**config.mk**
```make
export PLATFORM = sky130hd
export DESIGN_NAME = matmul_seq_param_flat
export DESIGN_NICKNAME = d
export VERILOG_FILES = /design/src/rtl/matmul_seq_param_if.sv /design/src/rtl/matmul_seq_param.sv /design/src/flat_wrapper.sv
export SDC_FILE = /design/constraint.sdc
export NUM_CORES = 1
export LEC_CHECK = 0
export BUFFER_PORTS_ARGS = -buffer_cell sky130_fd_sc_hd__buf_2
export CORE_MARGIN = 10
export CORE_UTILIZATION = 39
export DETAILED_ROUTE_END_ITERATION = 6
export PLACE_DENSITY_LB_ADDON = 0.08
export SLEW_MARGIN = 20
export SYNTH_ARGS = -nofsm -noshare
export SYNTH_HDL_FRONTEND = slang
export SYNTH_SLANG_ARGS = --single-unit
```
**constraint.sdc**
```tcl
create_clock -name Clock -period 17.2 [get_ports Clock]
set_clock_uncertainty 0.05 [all_clocks]
set_input_delay 1.72 -clock Clock [delete_from_list [all_inputs] [get_ports Clock]]
set_output_delay 1.72 -clock Clock [all_outputs]
set_load 0.01 [all_outputs]
```
**src/rtl/matmul_seq_param_if.sv**
```systemverilog
// Start/busy/done handshake and operand/result buses for matmul_seq_param.
// The master side drives operands and start; the slave side returns C.
interface matmul_seq_param_if #(
    parameter int N  = 3,
    parameter int DW = 8,
    parameter int OW = 8
);
    logic                  start;
    logic [N*N*DW-1:0]     A;
    logic [N*N*DW-1:0]     B;
    logic [N*N*OW-1:0]     C;
    logic                  busy;
    logic                  done;

    modport master (
        output start, A, B,
        input  C, busy, done
    );

    modport slave (
        input  start, A, B,
        output C, busy, done
    );
endinterface

```
**src/rtl/matmul_seq_param.sv**
```systemverilog
// Sequential signed NxN matrix multiplier, one MAC per clock.
// Define MATMUL_SAT_EN to saturate write-back instead of wrapping.
module matmul_seq_param #(
    parameter int N     = 3,
    parameter int DW    = 8,
    parameter int OW    = 8,
    parameter int ACC_W = 2*DW + $clog2(N)
) (
    input logic               Clock,
    input logic               reset,
    matmul_seq_param_if.slave bus
);
    localparam int IW = $clog2(N);
    localparam logic [IW-1:0] LAST = IW'(N-1);

`ifdef MATMUL_SAT_EN
    localparam logic signed [ACC_W-1:0] SMAX =
        ACC_W'({1'b0, {(OW-1){1'b1}}});
    localparam logic signed [ACC_W-1:0] SMIN = ~SMAX;
`endif

    typedef enum logic [1:0] {
        IDLE,
        MAC,
        DONE
    } state_t;

    state_t state;
    state_t state_nxt;

    logic signed [DW-1:0] a_m [N][N];
    logic signed [DW-1:0] b_m [N][N];
    logic [OW-1:0]        res_m [N][N];
    logic [N*N*OW-1:0]    c_q;
    logic [N*N*OW-1:0]    c_nxt;

    logic signed [ACC_W-1:0] acc;
    logic signed [ACC_W-1:0] acc_nxt;
    logic signed [ACC_W-1:0] ax;
    logic signed [ACC_W-1:0] bx;
    logic [OW-1:0]           red;

    logic [IW-1:0] i;
    logic [IW-1:0] j;
    logic [IW-1:0] k;

    logic capture;
    logic mac_en;
    logic last_k;
    logic last_elem;

    assign last_k    = (k == LAST);
    assign last_elem = last_k && (i == LAST) && (j == LAST);

    assign bus.busy = (state == MAC);
    assign bus.done = (state == DONE);
    assign bus.C    = c_q;

    // State register
    always_ff @(posedge Clock or posedge reset) begin
        if (reset)
            state <= IDLE;
        else
            state <= state_nxt;
    end

    // Next state; start is honoured only when not computing
    always_comb begin
        state_nxt = state;
        capture   = 1'b0;
        mac_en    = 1'b0;
        unique case (state)
            IDLE, DONE: begin
                if (bus.start) begin
                    capture   = 1'b1;
                    state_nxt = MAC;
                end
            end
            MAC: begin
                mac_en = 1'b1;
                if (last_elem)
                    state_nxt = DONE;
            end
            default: state_nxt = IDLE;
        endcase
    end

    // One full-precision MAC step and its write-back reduction
    always_comb begin
        ax      = ACC_W'(a_m[i][k]);
        bx      = ACC_W'(b_m[k][j]);
        acc_nxt = acc + ax * bx;
`ifdef MATMUL_SAT_EN
        if (acc_nxt > SMAX)
            red = SMAX[OW-1:0];
        else if (acc_nxt < SMIN)
            red = SMIN[OW-1:0];
        else
            red = acc_nxt[OW-1:0];
`else
        red = acc_nxt[OW-1:0];
`endif
    end

    // Full result image with the element being written this cycle
    always_comb begin
        c_nxt = '0;
        for (int r = 0; r < N; r++) begin
            for (int c = 0; c < N; c++) begin
                if (IW'(r) == i && IW'(c) == j)
                    c_nxt[(r*N+c)*OW +: OW] = red;
                else
                    c_nxt[(r*N+c)*OW +: OW] = res_m[r][c];
            end
        end
    end

    // Operand capture, index walk, accumulation and result update
    always_ff @(posedge Clock or posedge reset) begin
        if (reset) begin
            for (int r = 0; r < N; r++) begin
                for (int c = 0; c < N; c++) begin
                    a_m[r][c]   <= '0;
                    b_m[r][c]   <= '0;
                    res_m[r][c] <= '0;
                end
            end
            acc <= '0;
            i   <= '0;
            j   <= '0;
            k   <= '0;
            c_q <= '0;
        end else if (capture) begin
            for (int r = 0; r < N; r++) begin
                for (int c = 0; c < N; c++) begin
                    a_m[r][c] <= bus.A[(r*N+c)*DW +: DW];
                    b_m[r][c] <= bus.B[(r*N+c)*DW +: DW];
                end
            end
            acc <= '0;
            i   <= '0;
            j   <= '0;
            k   <= '0;
        end else if (mac_en) begin
            if (last_k) begin
                res_m[i][j] <= red;
                acc         <= '0;
                k           <= '0;
                if (j == LAST) begin
                    j <= '0;
                    i <= (i == LAST) ? '0 : i + 1'b1;
                end else begin
                    j <= j + 1'b1;
                end
                if (last_elem)
                    c_q <= c_nxt;
            end else begin
                acc <= acc_nxt;
                k   <= k + 1'b1;
            end
        end
    end
endmodule

```
**src/flat_wrapper.sv**
```systemverilog
// flat-port wrapper written by rule: the top's interface ports become plain ports
module matmul_seq_param_flat 
#(
    parameter int N     = 3,
    parameter int DW    = 8,
    parameter int OW    = 8,
    parameter int ACC_W = 2*DW + $clog2(N)
)
  (Clock, reset, bus_start, bus_A, bus_B, bus_C, bus_busy, bus_done);
  matmul_seq_param_if #(.N(N), .DW(DW), .OW(OW)) bus_i ();
  input logic Clock;
  input logic reset;
  input wire logic [$bits(bus_i.start)-1:0] bus_start;
  input wire logic [$bits(bus_i.A)-1:0] bus_A;
  input wire logic [$bits(bus_i.B)-1:0] bus_B;
  output wire logic [$bits(bus_i.C)-1:0] bus_C;
  output wire logic [$bits(bus_i.busy)-1:0] bus_busy;
  output wire logic [$bits(bus_i.done)-1:0] bus_done;
  assign bus_i.start = bus_start;
  assign bus_i.A = bus_A;
  assign bus_i.B = bus_B;
  assign bus_C = bus_i.C;
  assign bus_busy = bus_i.busy;
  assign bus_done = bus_i.done;
  matmul_seq_param #(.N(N), .DW(DW), .OW(OW), .ACC_W(ACC_W)) u_core (.Clock(Clock), .reset(reset), .bus(bus_i));
endmodule
```
# ---- After elaboration in Yosys (flattened, before gate mapping)
# Cells that the tools add are included.
dict set report totals {
  reg_bits 314
  input_bits 147
  output_inout_bits 74
  wordCells 130
}
dict set report classes {
  n_addsub 4
  mul 1
  order_cmp 5
  eq_ne 11
  muxes 47
  n_bitwise 4
  n_reduce_logical 25
}
# cell count
set op_table {}
lappend op_table {{two-way mux 24 bit} 5}
lappend op_table {{two-way mux 8 bit} 14}
lappend op_table {{binary-select mux 24 bit (select 2 bit)} 2}
lappend op_table {{bitwise mux 72 bit} 1}
lappend op_table {{two-way mux 18 bit} 3}
lappend op_table {{demux 24 bit (select 2 bit)} 1}
lappend op_table {{binary-select mux 8 bit (select 2 bit)} 2}
lappend op_table {{two-way mux 2 bit} 14}
lappend op_table {{adder 18 bit} 1}
lappend op_table {{demux 8 bit (select 2 bit)} 1}
lappend op_table {{multiplier 8 x 8 -> 16 bit} 1}
lappend op_table {{logical AND 1 bit} 13}
lappend op_table {{>= comparator 3 bit, second input constant} 3}
lappend op_table {{NOT 2 -> 3 bit} 3}
lappend op_table {{== test 2 bit, second input constant} 4}
lappend op_table {{adder 2 x 1 -> 2 bit, second input constant} 3}
lappend op_table {{zero test 2 bit} 3}
lappend op_table {{< comparator 3 x 1 -> 1 bit, second input constant} 2}
lappend op_table {{AND reduction 3 bit} 2}
lappend op_table {{nonzero test 2 bit} 3}
lappend op_table {{== test 1 x 2 -> 1 bit, first input constant} 2}
lappend op_table {{== test 2 bit, first input constant} 2}
lappend op_table {{one-hot mux 2 bit (2 select lines)} 1}
lappend op_table {{AND reduction 2 bit} 2}
lappend op_table {{7 further kinds} 9}

# ---- Logic depth before layout (Yosys ltp)
# Gate-level depths: netlist of run 1.
dict set report depth {
  depth_word 12
  depth_mapped 24
}

# ---- Worst setup path after synthesis of run 1
# No wires, ideal clock.
dict set report synth_timing {
  path_type {flip-flop to flip-flop}
  from {register u_core.i[1]}
  to {register u_core.res_m[15] (netlist bit)}
  setup_ns 0.125
  t_arrival_ns 5.514
  t_required_ns 17.025
  setup_slack_ns 11.512
  stages_incl_launch_ff 24
  n_path_buf 3
  synth_period_minus_slack_ns 5.688
  path_cell_list {dfrtp_1 -> buf_6 -> buf_2 -> mux2_2 -> a221o_1 -> a32oi_1 -> nor2_1 -> ha_1 -> inv_1 -> fa_1 -> inv_1 -> ha_1 -> inv_1 -> fa_1 -> inv_1 -> fa_1 -> xor2_1 -> ha_1 -> a21oi_1 -> o21ai_0 -> xnor2_1 -> xnor3_1 -> buf_6 -> mux2_2}
}
dict set report synth_between {
  elab_chain_len 10
  elab_cells_between_ends 15
}
# element line_no
set synth_lines {}
lappend synth_lines {{from (decl)} matmul_seq_param.sv:43} ;# logic [IW-1:0] i;
lappend synth_lines {{from (signal assigned)} matmul_seq_param.sv:151} ;# i <= (i == LAST) ? '0 : i + 1'b1;
lappend synth_lines {{NOT 2 -> 3 bit (not written as such) (*)} {matmul_seq_param.sv:90, matmul_seq_param.sv:146}}
lappend synth_lines {{binary-select mux 24 bit (select 2 bit)} matmul_seq_param.sv:90} ;# ax = ACC_W'(a_m[i][k]);
lappend synth_lines {{two-way mux 24 bit (not written as such) (2 in series)} matmul_seq_param.sv:90}
lappend synth_lines {{binary-select mux 8 bit (select 2 bit)} matmul_seq_param.sv:90}
lappend synth_lines {{two-way mux 8 bit (not written as such) (2 in series)} matmul_seq_param.sv:90}
lappend synth_lines {{multiplier 8 x 8 -> 16 bit} matmul_seq_param.sv:92} ;# acc_nxt = acc + ax * bx;
lappend synth_lines {{adder 18 bit} matmul_seq_param.sv:92}
lappend synth_lines {{bitwise mux 72 bit (*)} matmul_seq_param.sv:146} ;# res_m[i][j] <= red;
lappend synth_lines {{to (signal, indexed assignment)} matmul_seq_param.sv:146}
lappend synth_lines {{to (decl)} matmul_seq_param.sv:33} ;# logic [OW-1:0] res_m [N][N];
# Mark *: on every way between the ends. The rest lies on a longest branch, timed or not. The select of a mux whose other input is x is not followed.
# A chain may end at the register's enable or synchronous reset.

# ---- Worst setup path after layout of run 1
dict set report layout_timing {
  from {register u_core.i[0]}
  to {register u_core.res_m[39] (netlist bit)}
}
# Same word-level chain as after synthesis.

==> metrics.txt, run 1 <==
clk sinks=approximately 300; Reg clk slew, reported paths=~60 ps; clk_lat worst skew=between 500 and 600 ps; count of final setup violators=0; Warnings, synthesis=0; detailed-route DRC error count=0; synthesized net count=around 1300; first-pass GRT wire length=slightly below 60000 um; drt total wl=36900 um; Final period util=between 30 and 40%; vias in the first global route=about 10000; Ant. Diodes=0; DIE AREA=between 0.04 and 0.05 sq mm; routed vias=around 9300; wire per inst=20.12 um; Worst Setup Start Kind=flop; CTS Hold Bufs=0; Syn Inst Count=~1200; Worst Path Max Fanout=27; Distinct cells, synth=38; Post-CTS Setup Repair Bufs=0; Core Util, Final=46.84%; initial DRC count=524; GRT Total Usage=~17%; RD Place Congestion=0.8256; area grow syn2layout=19.29%; initial antenna violation count=0; flops & latches, synth=roughly 300; TritonCTS buffer count=35; largest net degree at the start of global routing=151; slowest stage cell on the critical path=nor2b_2; max-slew violations=0; post-CTS resize count=0; required time of the worst setup path=17530 ps; DR pass1 iterations=4; RSZ-0062 raised after global routing=false; dpl ws=10390 ps; core footprint=0.03437 sq mm; clock period minus worst slack=a little under 7000 ps; filler cell count=3271; final setup margin=~10000 ps; final hold vios=0; Critical Path AT=between 7000 and 8000 ps; Die W=206.0 um; I/O pin cnt=221; slowest stage delay, CP=between 900 and 1000 ps; IO Port Bufs=between 200 and 250; top_reg_cell synth=dfrtp_1; maximum clock rate=~150 MHz; Max Root-Sink Buffers=3; Mean Syn Cell Area=around 12 sq um; Async S/R FF share, synth=100.0%; root buffer cell=clkbuf_16; Hold Crit Class=flop to flop; main area contributors after synthesis=dfrtp_1 55%, mux2_2 17%, nand2_1 5.7%; status=finished, final reports clean; critical path class=flop to flop; Rel. slew slack=30.07%; TNS Setup=0 ps; sequential share of the synthesized area=between 50% and 60%; htree depth=2; CP Cell Sequence=nor2b_2, a221o_1, a32oi_2, or2_2, fa_1, inv_1, ha_1, fa_1, fa_1, ha_1, xor2_1, ha_1, a21oi_1, o21ai_0, xnor2_1, xnor3_1, mux2_2; CP bufs+invs=1; row count=68; leading area contributor after synthesis=dfrtp_1; CP top delay family=adder cells; Post-Syn Area=between 0.01 and 0.015 sq mm; via/cell ratio=roughly 5.1; Die Ht=around 200 um; Initial Utilization=around two fifths; MaxCap Viol Count=0; Layout Nets=around 1500; layout cell share with drive strength beyond 1=36.26%; Post-synth EDFFs=0; post-route ant nets=0; CTS tree=done; crit path capture type=flop; Yosys top cell area share=between 50% and 60%; gr ovfl total=0; Post-DP HPWL=~26000 um; actual slew at the worst max-slew pin=approximately 1000 ps
synth_stat cells (all sizes together) (6+ instances only):
cell type,count
dfrtp,296
mux2,208
nand2,206
o21ai,87
clkbuf,56
nor2,49
nand3,32
inv,31
ha,26
a221oi,20
a21oi,17
buf,16
xnor2,16
fa,13
mux2i,11
a221o,10
o32a,9
a22oi,8
nor3,7
o2bb2ai,6
sequential cells by signal (all words and copies together), names as in the netlist:
signal,count
u_core.k,2
u_core.i,2
u_core.b_m,72
u_core.res_m,64
u_core.acc,8
u_core.j,2
u_core.state,2
u_core.bus.C,72
u_core.a_m,72
routing by layer:
metal	routed length (um)	track usage [%]
met1	17510	24.00
met2	16930	27.34
met3	1848	3.213
met4	610	4.170
met5	0	0
metrics by stage:
step / cell area [sq um] / instances / hold slack (ps)
2_1_floorplan: 13500 / 1162 / 394.7
3_3_place_gp: 14980 / 1776 / 396.3
3_5_place_dp: 14980 / 1776 / 400.4
4_1_cts: 16100 / 1834 / 412.5
5_1_grt: 16100 / 1834 / 428.7
6_report: 16100 / 1834 / 404.9
worst reg2reg max path: stages, from the launching register on:
cell and delay (ps):
dfrtp_1 680, nor2b_2 950, a221o_1 320, a32oi_2 190, or2_2 410, fa_1 530
inv_1 40, ha_1 290, fa_1 510, fa_1 500, ha_1 330, xor2_1 150
ha_1 320, a21oi_1 150, o21ai_0 110, xnor2_1 190, xnor3_1 600, mux2_2 330
cells by family after synthesis:
family | synth area share, %
simple gates | 9.141
flops | 54.88
mux | 18.17
compound gates | 8.696
buf+inv | 3.189
fa+ha+maj | 4.339
xor+xnor | 1.585
layout by cell type (no fill, tap or decap), types with 3 or more instances in the layout:
master	netlist	routed
nand2b_1	4	4
xor2_1	5	5
a21o_1	5	5
nor3_1	7	6
o2bb2ai_1	6	6
clkinv_2	0	3
o21bai_1	3	3
a22o_1	4	4
nand2_1	206	206
a221o_1	10	10
o21ai_0	87	87
inv_1	29	28
a32oi_2	3	3
buf_4	2	9
clkbuf_8	0	5
a22oi_1	8	8
dfrtp_1	296	294
mux2i_1	11	11
buf_2	11	220
nor2_1	49	49
clkbuf_1	56	10
a221oi_1	20	20
clkbuf_16	0	37
ha_1	26	26
mux2_2	204	204
fa_1	13	13
nand3_1	32	32
o32a_1	9	9
a21oi_1	17	17
xnor2_1	15	15
mux2_1	4	4
or2_2	3	3
path summary, 6_finish.rpt:
path | startpoint | end | slack, ps | depth (start not counted)
setup / recovery | u_core.i[0]$_DFFE_PP0P_ | u_core.res_m[39]$_DFFE_PP0P_ | 10400 | 17
hold / removal | u_core.bus.C[59]$_DFFE_PP0P_ | u_core.bus.C[59]$_DFFE_PP0P_ | 400 | 2
setup reg to reg | u_core.i[0]$_DFFE_PP0P_ | u_core.res_m[39]$_DFFE_PP0P_ | 10400 | 17
hold reg to reg | u_core.bus.C[59]$_DFFE_PP0P_ | u_core.bus.C[59]$_DFFE_PP0P_ | 400 | 2
max in group asynchronous | reset | u_core.k[1]$_DFFE_PP0P_ | 13870 | 4
min in group asynchronous | reset | u_core.bus.C[35]$_DFFE_PP0P_ | 1210 | 2
layout make-up:
cell class              count  area [sq um]  share of cell area (%)
flip-flops and latches    296          7410                   46.02
well taps                 455         569.3                   3.536
clock inverters             6         82.58                  0.5129
clock buffers              52          1032                   6.411
multi-input cells         763          5683                   35.30
repair buffers            231          1200                   7.453
inverters                  31         123.9                  0.7694
Power of run 1 is left out: the tool's default activity adds up to more than one toggle a clock period on the data nets, which glitch-free logic cannot reach.
==> run 2: changes to the inputs <==
- clock period: 17.2 -> 6.81 ns (I/O delays scaled with it)
==> run 2 against run 1 <==
Register-to-register slack got worse by 10000 ps. Utilization up 0.37 points. Non-clock buffer count grew 15. Count of clock-buffer cells in the layout rose by 2. Worst hold slack worse by 51 ps. Sequential share of layout area fell by 0.37 points. Critical path depth increased by 3. Via count up 1.5%. Global-route usage grew 0.46 points. Cell area grew 0.79%. Sequential cell count unchanged. Die area stayed put.
==> metrics.txt, run 2 (synthesized netlist as in run 1, its figures left out) <==
Critical R2R Launch=u_core.k[1]$_DFFE_PP0P_ (was u_core.i[0]$_DFFE_PP0P_); Worst Path Max Fanout=26 (was 27); IO Port Bufs=220 (unchanged); htree depth=2 (unchanged); DR pass1 iterations=4 (unchanged); drt total wl=37500 um (was 36900 um); Layout Nets=1559 (was 1544); largest net degree at the start of global routing=110 (was 151); Ant. Diodes=0 (unchanged); Initial Utilization=39.27% (unchanged); CP Cell Sequence=nor2b_2, buf_12, a221oi_1, o32a_1, nor2_1, ha_1, inv_1, fa_1, inv_1, ha_1, fa_1, ha_1, fa_1, xor2_1, ha_1, a21oi_1, o21ai_0, xnor2_1, xnor3_1, mux2_2 (was nor2b_2, a221o_1, a32oi_2, or2_2, fa_1, inv_1, ha_1, fa_1, fa_1, ha_1, xor2_1, ha_1, a21oi_1, o21ai_0, xnor2_1, xnor3_1, mux2_2); Post-CTS Setup Repair Bufs=0 (unchanged); via/cell ratio=5.096 (was 5.068); first-pass GRT wire length=59200 um (was 57620 um); Hold Crit Depth=2 (unchanged); actual slew at the worst max-slew pin=1017 ps (was 1044 ps); filler cell count=3321 (was 3271); count of final setup violators=0 (unchanged); r2r setup slk=400 ps (was 10400 ps); initial antenna violation count=0 (unchanged); row count=68 (unchanged); I/O pin cnt=221 (unchanged); TritonCTS buffer count=35 (unchanged); core footprint=0.03437 sq mm (unchanged); Rel. slew slack=32.23% (was 30.07%); slowest stage delay, CP=780 ps (was 940 ps); Post-DP HPWL=26620 um (was 25930 um); Crit path top cell by count=ha_1; Worst Setup Start Kind=flop (unchanged); slowest stage cell on the critical path=dfrtp_2 (was nor2b_2); MaxCap Viol Count=0 (unchanged); RSZ-0062 raised after global routing=false (unchanged); Hold Startpoint=bus_A[13] (was u_core.bus.C[59]$_DFFE_PP0P_); Die Ht=206.0 um (unchanged); vias in the first global route=10054 (was 9978); final hold vios=0 (unchanged); clk_lat worst skew=510 ps (about the same); critical path class=flop to flop (unchanged); post-route ant nets=0 (unchanged); detailed-route DRC error count=0 (unchanged); Hold Crit Class=input port to flop (was flop to flop); status=finished, final reports clean (unchanged); root buffer cell=clkbuf_16 (unchanged); Reg clk slew, reported paths=60 ps (about the same); crit path capture type=flop (unchanged); max-slew violations=0 (unchanged); Max Root-Sink Buffers=3 (unchanged); required time of the worst setup path=7140 ps (was 17530 ps); CP top delay family=adder cells (unchanged); GRT Total Usage=17.73% (was 17.27%); gr ovfl total=0 (unchanged); maximum clock rate=156.0 MHz (was 147.1 MHz); clock period minus worst slack=6411 ps (was 6799 ps); leading cell types in the layout, fill and taps excluded=295 x dfrtp_1, 220 x buf_2, 206 x nand2_1, 204 x mux2_2, 87 x o21ai_0 (was 294 x dfrtp_1, 220 x buf_2, 206 x nand2_1, 204 x mux2_2, 87 x o21ai_0); routed vias=9433 (was 9295); TNS Setup=0 ps (unchanged); Die W=206.0 um (unchanged); r2r worst-path depth=20 (was 17); CP bufs+invs=3 (was 1); Final period util=94.13% (was 39.53%); initial DRC count=508 (was 524); RD Place Congestion=0.7937 (was 0.8256); wire per inst=20.26 um (was 20.12 um); layout cell share with drive strength beyond 1=37.11% (was 36.26%); CTS Hold Bufs=0 (unchanged); DIE AREA=0.04245 sq mm (unchanged); CTS tree=done (unchanged); post-CTS resize count=0 (unchanged); worst hold endpoint=u_core.a_m[61]$_DFFE_PP0P_ (was u_core.bus.C[59]$_DFFE_PP0P_); Critical Path AT=6750 ps (was 7130 ps); clk sinks=296 (unchanged); Worst R2R End=u_core.res_m[39]$_DFFE_PP0P_ (unchanged); commonest non-fill, non-tap cell in the layout=dfrtp_1 (unchanged); area grow syn2layout=20.23% (was 19.29%)
run 2: cell types whose count changed in the layout (fill, tap and decap cells not counted), sizes merged:
| cell | change |
|---|---|
| inv | -1 |
| buf | +15 |
| clkinvlp | +3 |
| clkbuf | +2 |
| bufinv | -2 |
run 2: through the flow:
stage,std cells,utilization [%],instance area [sq um],hold slack (ps),worst slack (ps)
6_report,1851,47.21,16230,353.8,399.5
5_1_grt,1851,47.21,16230,337.3,80.33
4_1_cts,1851,47.21,16230,334.7,370.7
3_5_place_dp,1791,43.96,15110,401.2,383.6
3_3_place_gp,1791,43.96,15110,398.0,468.0
2_1_floorplan,1162,-,13500,394.7,1122
run 2: worst max path at each step:
stage	start	end	cells after the start
2_1_floorplan	u_core.i[1]$_DFFE_PP0P_	u_core.res_m[31]$_DFFE_PP0P_	23
3_3_place_gp	u_core.k[1]$_DFFE_PP0P_	u_core.bus.C[71]$_DFFE_PP0P_	20
3_5_place_dp	u_core.k[1]$_DFFE_PP0P_	u_core.res_m[39]$_DFFE_PP0P_	17
4_1_cts	u_core.k[1]$_DFFE_PP0P_	u_core.res_m[39]$_DFFE_PP0P_	17
5_1_grt	u_core.k[1]$_DFFE_PP0P_	u_core.res_m[63]$_DFFE_PP0P_	17
6_report	u_core.k[1]$_DFFE_PP0P_	u_core.res_m[39]$_DFFE_PP0P_	20
run 2: per-layer routing:
layer | track usage [%] | wire [um] | up-vias
li1 | - | - | 4465
met1 | 24.72 | 17830 | 4740
met2 | 27.81 | 17210 | 188
met3 | 3.809 | 1866 | 40
met4 | 3.831 | 592 | 0
met5 | 0 | 0 | -
run 2: final cells by class:
| cell class | count | area (sq um) | share of cell area, % |
|---|---|---|---|
| timing repair buffer | 246 | 1334 | 8.220 |
| sequential | 296 | 7408 | 45.66 |
| clock inverter | 6 | 37.54 | 0.2313 |
| clock buffer | 54 | 1080 | 6.654 |
| multi-input combinational | 763 | 5678 | 34.99 |
| inverter | 31 | 120.1 | 0.7402 |
| tap | 455 | 569.3 | 3.508 |
Power of run 2 is left out for the same reason.
